## src/rtl/time_of_day_counter_pkg.sv

```systemverilog
// Shared time-of-day constants and types, used by the counter, the day/night decoder
// and the traffic-light controller.
package time_of_day_counter_pkg;

    localparam int unsigned HOURS_PER_DAY    = 24;
    localparam int unsigned MINUTES_PER_HOUR = 60;
    localparam int unsigned HOUR_W           = 5;
    localparam int unsigned MIN_W            = 6;

    typedef struct packed {
        logic [HOUR_W-1:0] hours;
        logic [MIN_W-1:0]  minutes;
    } timeOfDay_t;

    // True when both fields lie inside a real clock face.
    function automatic logic isValidTime(input timeOfDay_t t);
        return (t.hours <= HOUR_W'(HOURS_PER_DAY - 1)) &&
               (t.minutes <= MIN_W'(MINUTES_PER_HOUR - 1));
    endfunction

endpackage

```

## src/rtl/time_of_day_counter_mod_counter.sv

```systemverilog
// Modulo-N counter with clear/load/enable, a same-edge carry for chaining,
// and a registered wrap flag that is high while the wrapped value is shown.
module mod_counter #(
    parameter int unsigned MODULUS = 60,
    parameter int unsigned WIDTH   = 6
) (
    input  logic             clk,
    input  logic             clr,
    input  logic             ld,
    input  logic             en,
    input  logic [WIDTH-1:0] loadVal,
    output logic [WIDTH-1:0] count,
    output logic             wrap,
    output logic             carry_c
);

    localparam logic [WIDTH-1:0] MAX_VAL = WIDTH'(MODULUS - 1);

    assign carry_c = en & ~clr & ~ld & (count == MAX_VAL);

    // Priority: clear, then load, then counting; clear and load never flag a wrap.
    always_ff @(posedge clk) begin
        if (clr) begin
            count <= '0;
            wrap  <= 1'b0;
        end else if (ld) begin
            count <= loadVal;
            wrap  <= 1'b0;
        end else begin
            wrap <= carry_c;
            if (en) begin
                count <= carry_c ? '0 : count + WIDTH'(1);
            end
        end
    end

endmodule

```

## src/rtl/time_of_day_counter.sv

```systemverilog
// Time-of-day clock: seconds prescaler -> minutes -> hours, with validated loads
// and hour/day strobes taken from the registered wrap flags.
module time_of_day_counter
    import time_of_day_counter_pkg::*;
#(
    parameter int unsigned TICKS_PER_MIN = 60,
    parameter int unsigned RESET_HOUR    = 6
) (
    input  logic              clk,
    input  logic              rst,
    input  logic              tick_en,
    input  logic              load_valid,
    input  logic [HOUR_W-1:0] load_hours,
    input  logic [MIN_W-1:0]  load_minutes,
    output logic              load_ready,
    output logic              load_err,
    output logic [HOUR_W-1:0] hours_out,
    output logic [MIN_W-1:0]  minutes_out,
    output logic              hour_strobe,
    output logic              day_strobe
);

    localparam int unsigned SEC_W = (TICKS_PER_MIN > 1) ? $clog2(TICKS_PER_MIN) : 1;

    timeOfDay_t        loadTime;
    logic              acceptLoad;
    logic              secEn;
    logic              secCarry;
    logic              minCarry;
    logic [HOUR_W-1:0] hourLoadVal;
    logic [SEC_W-1:0]  unusedSecCount;
    logic              unusedSecWrap;
    logic              unusedHourCarry;

    assign loadTime    = '{hours: load_hours, minutes: load_minutes};
    assign acceptLoad  = ~rst & load_valid & isValidTime(loadTime);
    // Any load attempt, valid or not, swallows a coincident tick.
    assign secEn       = tick_en & ~load_valid;
    assign hourLoadVal = rst ? HOUR_W'(RESET_HOUR) : load_hours;
    assign load_ready  = ~rst;

    mod_counter #(.MODULUS(TICKS_PER_MIN), .WIDTH(SEC_W)) secCounter (
        .clk     (clk),
        .clr     (rst | acceptLoad),
        .ld      (1'b0),
        .en      (secEn),
        .loadVal ('0),
        .count   (unusedSecCount),
        .wrap    (unusedSecWrap),
        .carry_c (secCarry)
    );

    mod_counter #(.MODULUS(MINUTES_PER_HOUR), .WIDTH(MIN_W)) minCounter (
        .clk     (clk),
        .clr     (rst),
        .ld      (acceptLoad),
        .en      (secCarry),
        .loadVal (load_minutes),
        .count   (minutes_out),
        .wrap    (hour_strobe),
        .carry_c (minCarry)
    );

    // Reset is a load of RESET_HOUR so the hour never passes through zero.
    mod_counter #(.MODULUS(HOURS_PER_DAY), .WIDTH(HOUR_W)) hourCounter (
        .clk     (clk),
        .clr     (1'b0),
        .ld      (rst | acceptLoad),
        .en      (minCarry),
        .loadVal (hourLoadVal),
        .count   (hours_out),
        .wrap    (day_strobe),
        .carry_c (unusedHourCarry)
    );

    always_ff @(posedge clk) begin
        if (rst) begin
            load_err <= 1'b0;
        end else begin
            load_err <= load_valid & ~isValidTime(loadTime);
        end
    end

endmodule

```

## config.mk

```make
export PLATFORM = sky130hd
export DESIGN_NAME = time_of_day_counter
export DESIGN_NICKNAME = d
export VERILOG_FILES = /design/src/rtl/time_of_day_counter_pkg.sv /design/src/rtl/time_of_day_counter_mod_counter.sv /design/src/rtl/time_of_day_counter.sv
export SDC_FILE = /design/constraint.sdc
export NUM_CORES = 1
export LEC_CHECK = 0
export ABC_AREA = 0
export CAP_MARGIN = 5
export CORE_MARGIN = 1.5
export CORE_UTILIZATION = 49
export CTS_BUF_LIST = sky130_fd_sc_hd__clkbuf_8
export DETAILED_ROUTE_END_ITERATION = 6
export PLACE_DENSITY = 0.85
export SLEW_MARGIN = 10
export SYNTH_ARGS = -nofsm -noshare
export SYNTH_HDL_FRONTEND = slang
export SYNTH_SLANG_ARGS = --single-unit
```

## constraint.sdc

```tcl
create_clock -name clk -period 2.8 [get_ports clk]
set_clock_uncertainty 0.2 [all_clocks]
set_input_delay 0.56 -clock clk [delete_from_list [all_inputs] [get_ports clk]]
set_output_delay 0.56 -clock clk [all_outputs]
set_load 0.02 [all_outputs]
```

== After elaboration in Yosys (flattened, before gate mapping) ==
Index checks and enable logic that the tools add are counted.
Cells by class
  divide/modulo/power cells: 0
  reductions and logical operators: 4
  bitwise logic cells: 17
  $mul: 0
  $lt $le $gt $ge: 2
  shift-type cells: 0
  add/subtract/negate cells: 3
  muxes and demuxes: 8
  eq/ne operators: 3
Operators with widths (number)
  6-bit two-way mux: 4
  5-bit two-way mux: 4
  6-bit by 1-bit adder with 6-bit output (second input constant): 2
  6-bit equality test (second input constant): 2
  1-bit bitwise AND: 11
  6-bit <= comparator (second input constant): 1
  5-bit by 1-bit adder with 5-bit output (second input constant): 1
  5-bit equality test (second input constant): 1
  5-bit <= comparator (second input constant): 1
  1-bit NOT: 5
  2-bit nonzero test: 2
  2-bit OR reduction: 1
  1-bit logical AND: 1
  1-bit OR: 1
Word-level totals
  word-level logic and storage cells: 43
  register bits after elaboration: 20
  ROM bits: 0
  bits in writable memories: 0
  latch bits: 0
  bits of input ports: 15
  output and inout port bits: 15
  memories kept: 0

== Logic depth before layout (Yosys ltp) ==
Gate-level depths: netlist of run 1.
  word-level depth: 15
  depth in mapped cells: 6
  depth with buffers taken out: 5

== Cells and area by module ==
A second synthesis of run 1 with hierarchy kept.
Second synthesis, totals
  cells, all modules: 145
  area, all modules: 1216.2 sq um
Modules (own cells, without submodules)
  mod_counter (minCounter ...): sequential area each 140.1 sq um, instances 2, area an instance 392.9 sq um, cells an instance 47
  mod_counter (hourCounter): sequential area each 120.1 sq um, instances 1, area an instance 319.1 sq um, cells an instance 36
  time_of_day_counter: sequential area each 20.0 sq um, instances 1, area an instance 111.4 sq um, cells an instance 15

== Worst setup path after synthesis of run 1 ==
OpenSTA, ideal clock, no wires.
  path kind: reg-to-reg
  from: register minCounter.count[0]
  to: register hourCounter.count[0] (enable)
  cell stages (with the launch flop): 7
  library setup time: 0.312 ns
  period minus slack after synthesis: 2.164 ns
  data required time: 2.288 ns
  arrival: 1.652 ns
  slack: 0.636 ns
  buffers on the path: 1
  cells stage by stage: dfxtp_1 ha_1 nand2_1 or4_4 buf_6 nor2_1 or3_1
On the way
  longest elaborated chain between the ends: 3
Ends and longest elaborated chain
  start, declared: RTL line time_of_day_counter_mod_counter.sv:12  | output logic [WIDTH-1:0] count,
  start signal, assigned: RTL line time_of_day_counter_mod_counter.sv:27  | count <= loadVal;
  start signal, assigned: RTL line time_of_day_counter_mod_counter.sv:32  | count <= carry_c ? '0 : count + WIDTH'(1);
  6-bit equality test: RTL line time_of_day_counter_mod_counter.sv:19  | assign carry_c = en & ~clr & ~ld & (count == MAX_VAL);
  1-bit bitwise AND: RTL line time_of_day_counter_mod_counter.sv:19
  2-bit nonzero test (no line)
  end signal, assigned: RTL line time_of_day_counter_mod_counter.sv:27
  end signal, assigned: RTL line time_of_day_counter_mod_counter.sv:32
  end, declared: RTL line time_of_day_counter_mod_counter.sv:12
No other way between the ends.
A chain may end at the register's enable or synchronous reset.

== Worst setup path in the final report of run 1 ==
  from: input rst
  to: output load_ready
On the way
  longest elaborated chain between the ends: 1
Ends and longest elaborated chain
  start, declared: RTL line time_of_day_counter.sv:10  | input logic rst,
  1-bit NOT: RTL line time_of_day_counter.sv:40  | assign load_ready = ~rst;
  end, declared: RTL line time_of_day_counter.sv:15  | output logic load_ready,
No other way between the ends.

==> results of run 1 <==
[flip-flops by register name, summed over array words and instances (netlist names)]
| name | cells |
|---|---|
| minCounter.count | 6 |
| secCounter.count | 6 |
| hourCounter.count | 5 |
| hourCounter.wrap | 1 |
| load_err | 1 |
| minCounter.wrap | 1 |
[power by group through the flow]
stage	clock [W]	combinational, W	sequential [W]
2_1_floorplan	0	0.0000523	0.000351
3_3_place_gp	0	0.000134	0.000336
3_5_place_dp	0	0.000136	0.000337
4_1_cts	0.000196	0.000137	0.000330
5_1_grt	0.000209	0.000148	0.000333
6_report	0.000198	0.000138	0.000331
[Yosys cell counts, types with 2 or more instances]
master    count  share of area (%)
a21oi_1       3                1.4
a22oi_1       3                2.1
a311oi_1      2                1.6
and3_1        3                1.7
clkbuf_1      3                1.0
dfxtp_1      15                 27
edfxtp_1      5                 14
ha_1          3                3.4
inv_1         6                2.1
nand2_1      10                3.4
nand3_1      10                4.6
nand3b_1      4                2.7
nand4_1       5                2.9
nand4b_1      2                1.6
nor2_1       14                4.8
nor2b_1       2                1.1
nor3_1        3                1.4
o211ai_1      2                1.4
o21ai_0       3                1.4
o311ai_0      2                1.6
or3_1         3                1.7
xnor2_1       2                1.6
xor2_1        4                3.2
[logic make-up after synthesis]
kind of cell,Yosys count
mux,1
fa+ha+maj,3
simple gates,63
buf+inv,12
flops,20
xor+xnor,6
compound gates,20
[routing by layer]
| layer | routed length, um | GRT usage [%] | part of all wire [%] | vias to the layer above |
|---|---|---|---|---|
| met5 | 0 | 0 | 0 | - |
| met4 | 82 | 13.43 | 2.9 | 0 |
| met3 | 296 | 5.655 | 10 | 11 |
| met2 | 1291 | 36.40 | 45 | 69 |
| met1 | 1185 | 31.43 | 41 | 482 |
| li1 | - | - | - | 529 |
[worst register-to-register path: stages (launching register included)]
cell     delay, ps
dfxtp_1        410
ha_1           260
nand2_1         80
or4_4          510
nor2_1         160
or3_1          270
[path summary, 6_finish.rpt]
kind	startpoint	end	slack (ps)	depth (start not counted)
max	rst	load_ready	260	3
min	secCounter.count[1]	secCounter.count[1]	330	2
max reg2reg	minCounter.count[0]	hourCounter.count[1]	610	5
min reg2reg	secCounter.count[1]	secCounter.count[1]	330	2
[final cells by class]
class | instances | area (um^2)
fillers | 142 | 541.8
repair buffers | 35 | 335.3
clock inverters | 1 | 3.754
well taps | 27 | 33.78
flip-flops and latches | 20 | 450.4
clock buffers | 3 | 41.29
multi-input cells | 93 | 589.3
inverters | 7 | 26.28
[stage by stage]
step	hold slack [ps]	setup slack [ps]	std cells	power, W
2_1_floorplan	276.6	636.2	125	0.0004032
3_3_place_gp	292.8	218.2	182	0.0004698
3_5_place_dp	319.5	197.5	182	0.0004723
4_1_cts	335.0	271.9	186	0.0006634
5_1_grt	361.5	242.5	186	0.0006898
6_report	330.5	259.2	186	0.0006659
==> flow_summary.toml, run 1 <==
[synthesis]
synth_xor_area_share_pct = 4.805
ys.flop_type = "dfxtp_1"
synth_fa_ha_area_share_pct = 3.432
synth_compound_area_share_pct = 12.93
synth_nets = 143
synth_top_family_by_area = "simple AND/OR/NAND/NOR gates"
synth_cell_types = 39
synth-async-reset-ratio_pct = 0
synth_area_um2 = 1094
avgSynthCellArea_um2 = 8.748
synth_warnings = 0
synthSimpleGateAreaFrac_pct = 31.81
ys_ff_latch = 20
muxShareOfSynthArea_pct = 0.9153
synth_edf_count = 5
yosysSeqAreaShare_pct = 41.19
postSynthCellCount = 125

[grt]
overflow = 0
grt_usage_pct = 24.06
antenna_found_initial = 0
grt_pass1_vias = 987
grt_pass1_wl_mm = 4.533
grt_max_degree = 12

[timing]
fmax_mhz = 393.6
hold_viol_final = 0
worst_slew_margin_rel_pct = 57.80
worstMarginPinSlew_ps = 617.1
period_share_pct = 90.74
slew_viol_final = 0
setup_violations = 0
period_needed_ps = 2541
fin_tns_setup_ps = 0
rsz0062_at_grt = "false"

[pwr]
p_sw_share_pct = 27.83
power_density_nw_per_um2 = 449.9
peakVddDrop_mv = 0.3773
p_switching_w = 0.0001854
intPower_w = 0.0004806
seqPwrFrac_pct = 49.7
power_frac_comb_pct = 20.6
clock_power_share_pct = 29.7
p_leak_nw = 0.5184

[cells_and_area]
drive_above_1_share_pct = 8.805
final_util_pct = 73.21
antenna_cells = 0
finish.instance_area_um2 = 1480
area_growth_pct = 35.35
nets = 178
layout_common_cells = "clkdlybuf4s50_1, dfxtp_1, nor2_1"
layout.cells.most_common = "clkdlybuf4s50_1"

[setup_path]
crit_buf_inv = 3
worstPathArrival_ps = 1780
required_ps = 2040
worstPathCellList = "clkdlybuf4s50_1 -> inv_1 -> clkdlybuf4s50_1"
cp_slowest_cell = "clkdlybuf4s50_1"
path_delay_family = "buffers and inverters"
cp_max_fo = 3
path_common_cell = "clkdlybuf4s50_1"
crit_path_start_kind = "input pin"
crit_path_end_kind = "primary output"
path_class = "input pin to primary output"
critPathMaxStageDelay_ps = 640

[detailed_routing]
drt_pass1_iterations = 4
vias_per_cell = 5.866
drt_iter0_drc = 69
wl_per_cell_um = 15.36
drt_wl_total_mm = 2.857
drc = 0
drtAntennaViolNets = 0
vias = 1091

[clock_tree]
cts_buffer_depth = 2
cts_tree = "done"
cts_root_buf = "clkbuf_8"
cts_buffers = 3
cts_htree_levels = 1
cts.hold.buffers_added = 0
cts_resized = 0
cts_setup_buffers = 0
path_clk_slew_ps = 80
numClockSinks = 20
clk_latency_ps = 260

[floorplanning]
start_util_pct = 54.08
core_region_area_um2 = 2022
die_width_um = 50.24
fp.dieH_um = 50.24
rows = 16
dieArea_um2 = 2524
io_pins = 30

[placed_design]
gp_congestion = 0.9095
dpl-instance-area_um2 = 1435
place.port_buffers = 29
place_hpwl_mm = 2.094

[run]
max-cap-violations = 0

[worst_hold_path]
worstHoldPathType = "flop to flop"

[status]
status = "completed"
Power figures use the tool's default switching activity.
==> run 2: changes to the inputs <==
CELL_PAD_IN_SITES_DETAIL_PLACEMENT = 2   (was not set)
CELL_PAD_IN_SITES_GLOBAL_PLACEMENT = 2   (was not set)
CORE_UTILIZATION = 28   (was 49)
PLACE_DENSITY = 0.84   (was 0.85)
==> flow_summary.toml, run 2 (synthesized netlist as in run 1, its figures left out) <==
[floorplanning]
start_util_pct = 29.43
core_region_area_um2 = 3716
dieArea_um2 = 4290
io_pins = 30
fp.dieH_um = 65.50
die_width_um = 65.50
rows = 22

[grt]
overflow = 0
grt_pass1_vias = 1203
antenna_found_initial = 0
grt_max_degree = 13
grt_pass1_wl_mm = 5.968
grt_usage_pct = 18.37

[timing]
fin_tns_setup_ps = 0
worstMarginPinSlew_ps = 445.5
hold_viol_final = 0
period_share_pct = 90.58
worst_slew_margin_rel_pct = 70.21
rsz0062_at_grt = "false"
fmax_mhz = 394.3
setup_violations = 0
slew_viol_final = 0
period_needed_ps = 2536

[cells_and_area]
final.fill_count = 423
nets = 178
multi_input_area_um2 = 589.3
final_util_pct = 41.25
drive_above_1_share_pct = 9.434
area_growth_pct = 40.16
seqCellArea_um2 = 450.4
antenna_cells = 0
layout_common_cells = "clkdlybuf4s50_1, dfxtp_1, nor2_1"
layout.cells.most_common = "clkdlybuf4s50_1"
top_regs = "minCounter.count: 6 flops, secCounter.count: 6 flops, hourCounter.count: 5 flops"

[clock_tree]
cts_buffer_depth = 2
cts_root_buf = "clkbuf_8"
cts_setup_buffers = 0
cts_resized = 0
path_clk_slew_ps = 80
clk_latency_ps = 260
cts_tree = "done"
cts_buffers = 3
numClockSinks = 20
cts_htree_levels = 1
cts.hold.buffers_added = 0

[placed_design]
gp_congestion = 0.8055
place_hpwl_mm = 2.819
place.port_buffers = 29

[pwr]
peakVddDrop_mv = 0.1766
p_leak_nw = 0.5272
power_density_nw_per_um2 = 499.4

[detailed_routing]
drt_iter0_drc = 46
wl_per_cell_um = 17.21
drt_wl_total_mm = 3.563
drc = 0
vias_per_cell = 5.246
vias = 1086
drtAntennaViolNets = 0
drt_pass1_iterations = 4

[setup_path]
crit_path_end_kind = "flop"
required_ps = 2550
crit_path_start_kind = "input pin"
cp_max_fo = 6
worstPathArrival_ps = 2290
path_class = "input pin to flop"

[status]
status = "completed"

[worst_hold_path]
worstHoldPathType = "flop to flop"

[run]
max-cap-violations = 0
run 2: cell count changes in the layout (fill, tap and decap cells not counted), sizes merged:
cell | before | now
bufinv | 0 | 1
inv | 8 | 7
run 2: where the power goes:
part	switching, W	leakage [nW]	internal, W	total, W
combinational	0.0000709	0.320	0.0000696	0.000140
sequential	0.0000179	0.172	0.000313	0.000331
clock	0.000103	0.0357	0.000191	0.000294
total	0.000192	0.527	0.000574	0.000765
run 2: stage by stage:
| stage | setup WS (ps) | instance area, um^2 | hold slack (ps) | power [W] | std cells |
|---|---|---|---|---|---|
| after global placement | 140.8 | 1461 | 292.8 | 0.0004727 | 203 |
| after global routing | 216.4 | 1533 | 341.9 | 0.0008031 | 207 |
| final | 263.8 | 1533 | 319.4 | 0.0007654 | 207 |
| after detailed placement | 70.74 | 1461 | 309.3 | 0.0004788 | 203 |
| after CTS | 307.6 | 1533 | 322.5 | 0.0007754 | 207 |
| after floorplan | 636.2 | 1094 | 276.6 | 0.0004032 | 125 |
run 2: layout make-up:
cell class	instances	share of cell area (%)
repair buffers	35	21.88
flip-flops and latches	20	29.39
multi-input cells	93	38.45
well taps	48	3.918
inverters	7	1.714
clock buffers	3	2.694
clock inverters	1	1.959
run 2: path summary, 6_finish.rpt:
path	startpoint	end	slack [ps]	depth (start not counted)
worst max-delay path	load_valid	hourCounter.count[0]	260	5
worst min register to register	secCounter.count[1]	secCounter.count[1]	320	2
worst max register to register	minCounter.count[0]	hourCounter.count[0]	560	5
worst min-delay path	secCounter.count[1]	secCounter.count[1]	320	2
run 2: worst max-delay path, cell delays in order:
cell             delay (ps)
clkdlybuf4s50_1         540
nand3b_1                280
or3_1                   430
nor2_1                  190
or3_1                   280
run 2: metal layers:
| metal | vias to the layer above | track usage (%) | wire (um) |
|---|---|---|---|
| li1 | 528 | - | - |
| met1 | 537 | 22.61 | 1607 |
| met2 | 21 | 34.44 | 1843 |
| met3 | 0 | 2.226 | 112 |
| met4 | 0 | 3.125 | 0 |
| met5 | - | 0 | 0 |
==> run 3: changes to the inputs <==
SLEW_MARGIN = not set   (was 10)
==> results of run 3 <==
Final layout, timing and power as in run 2 (identical DEF).
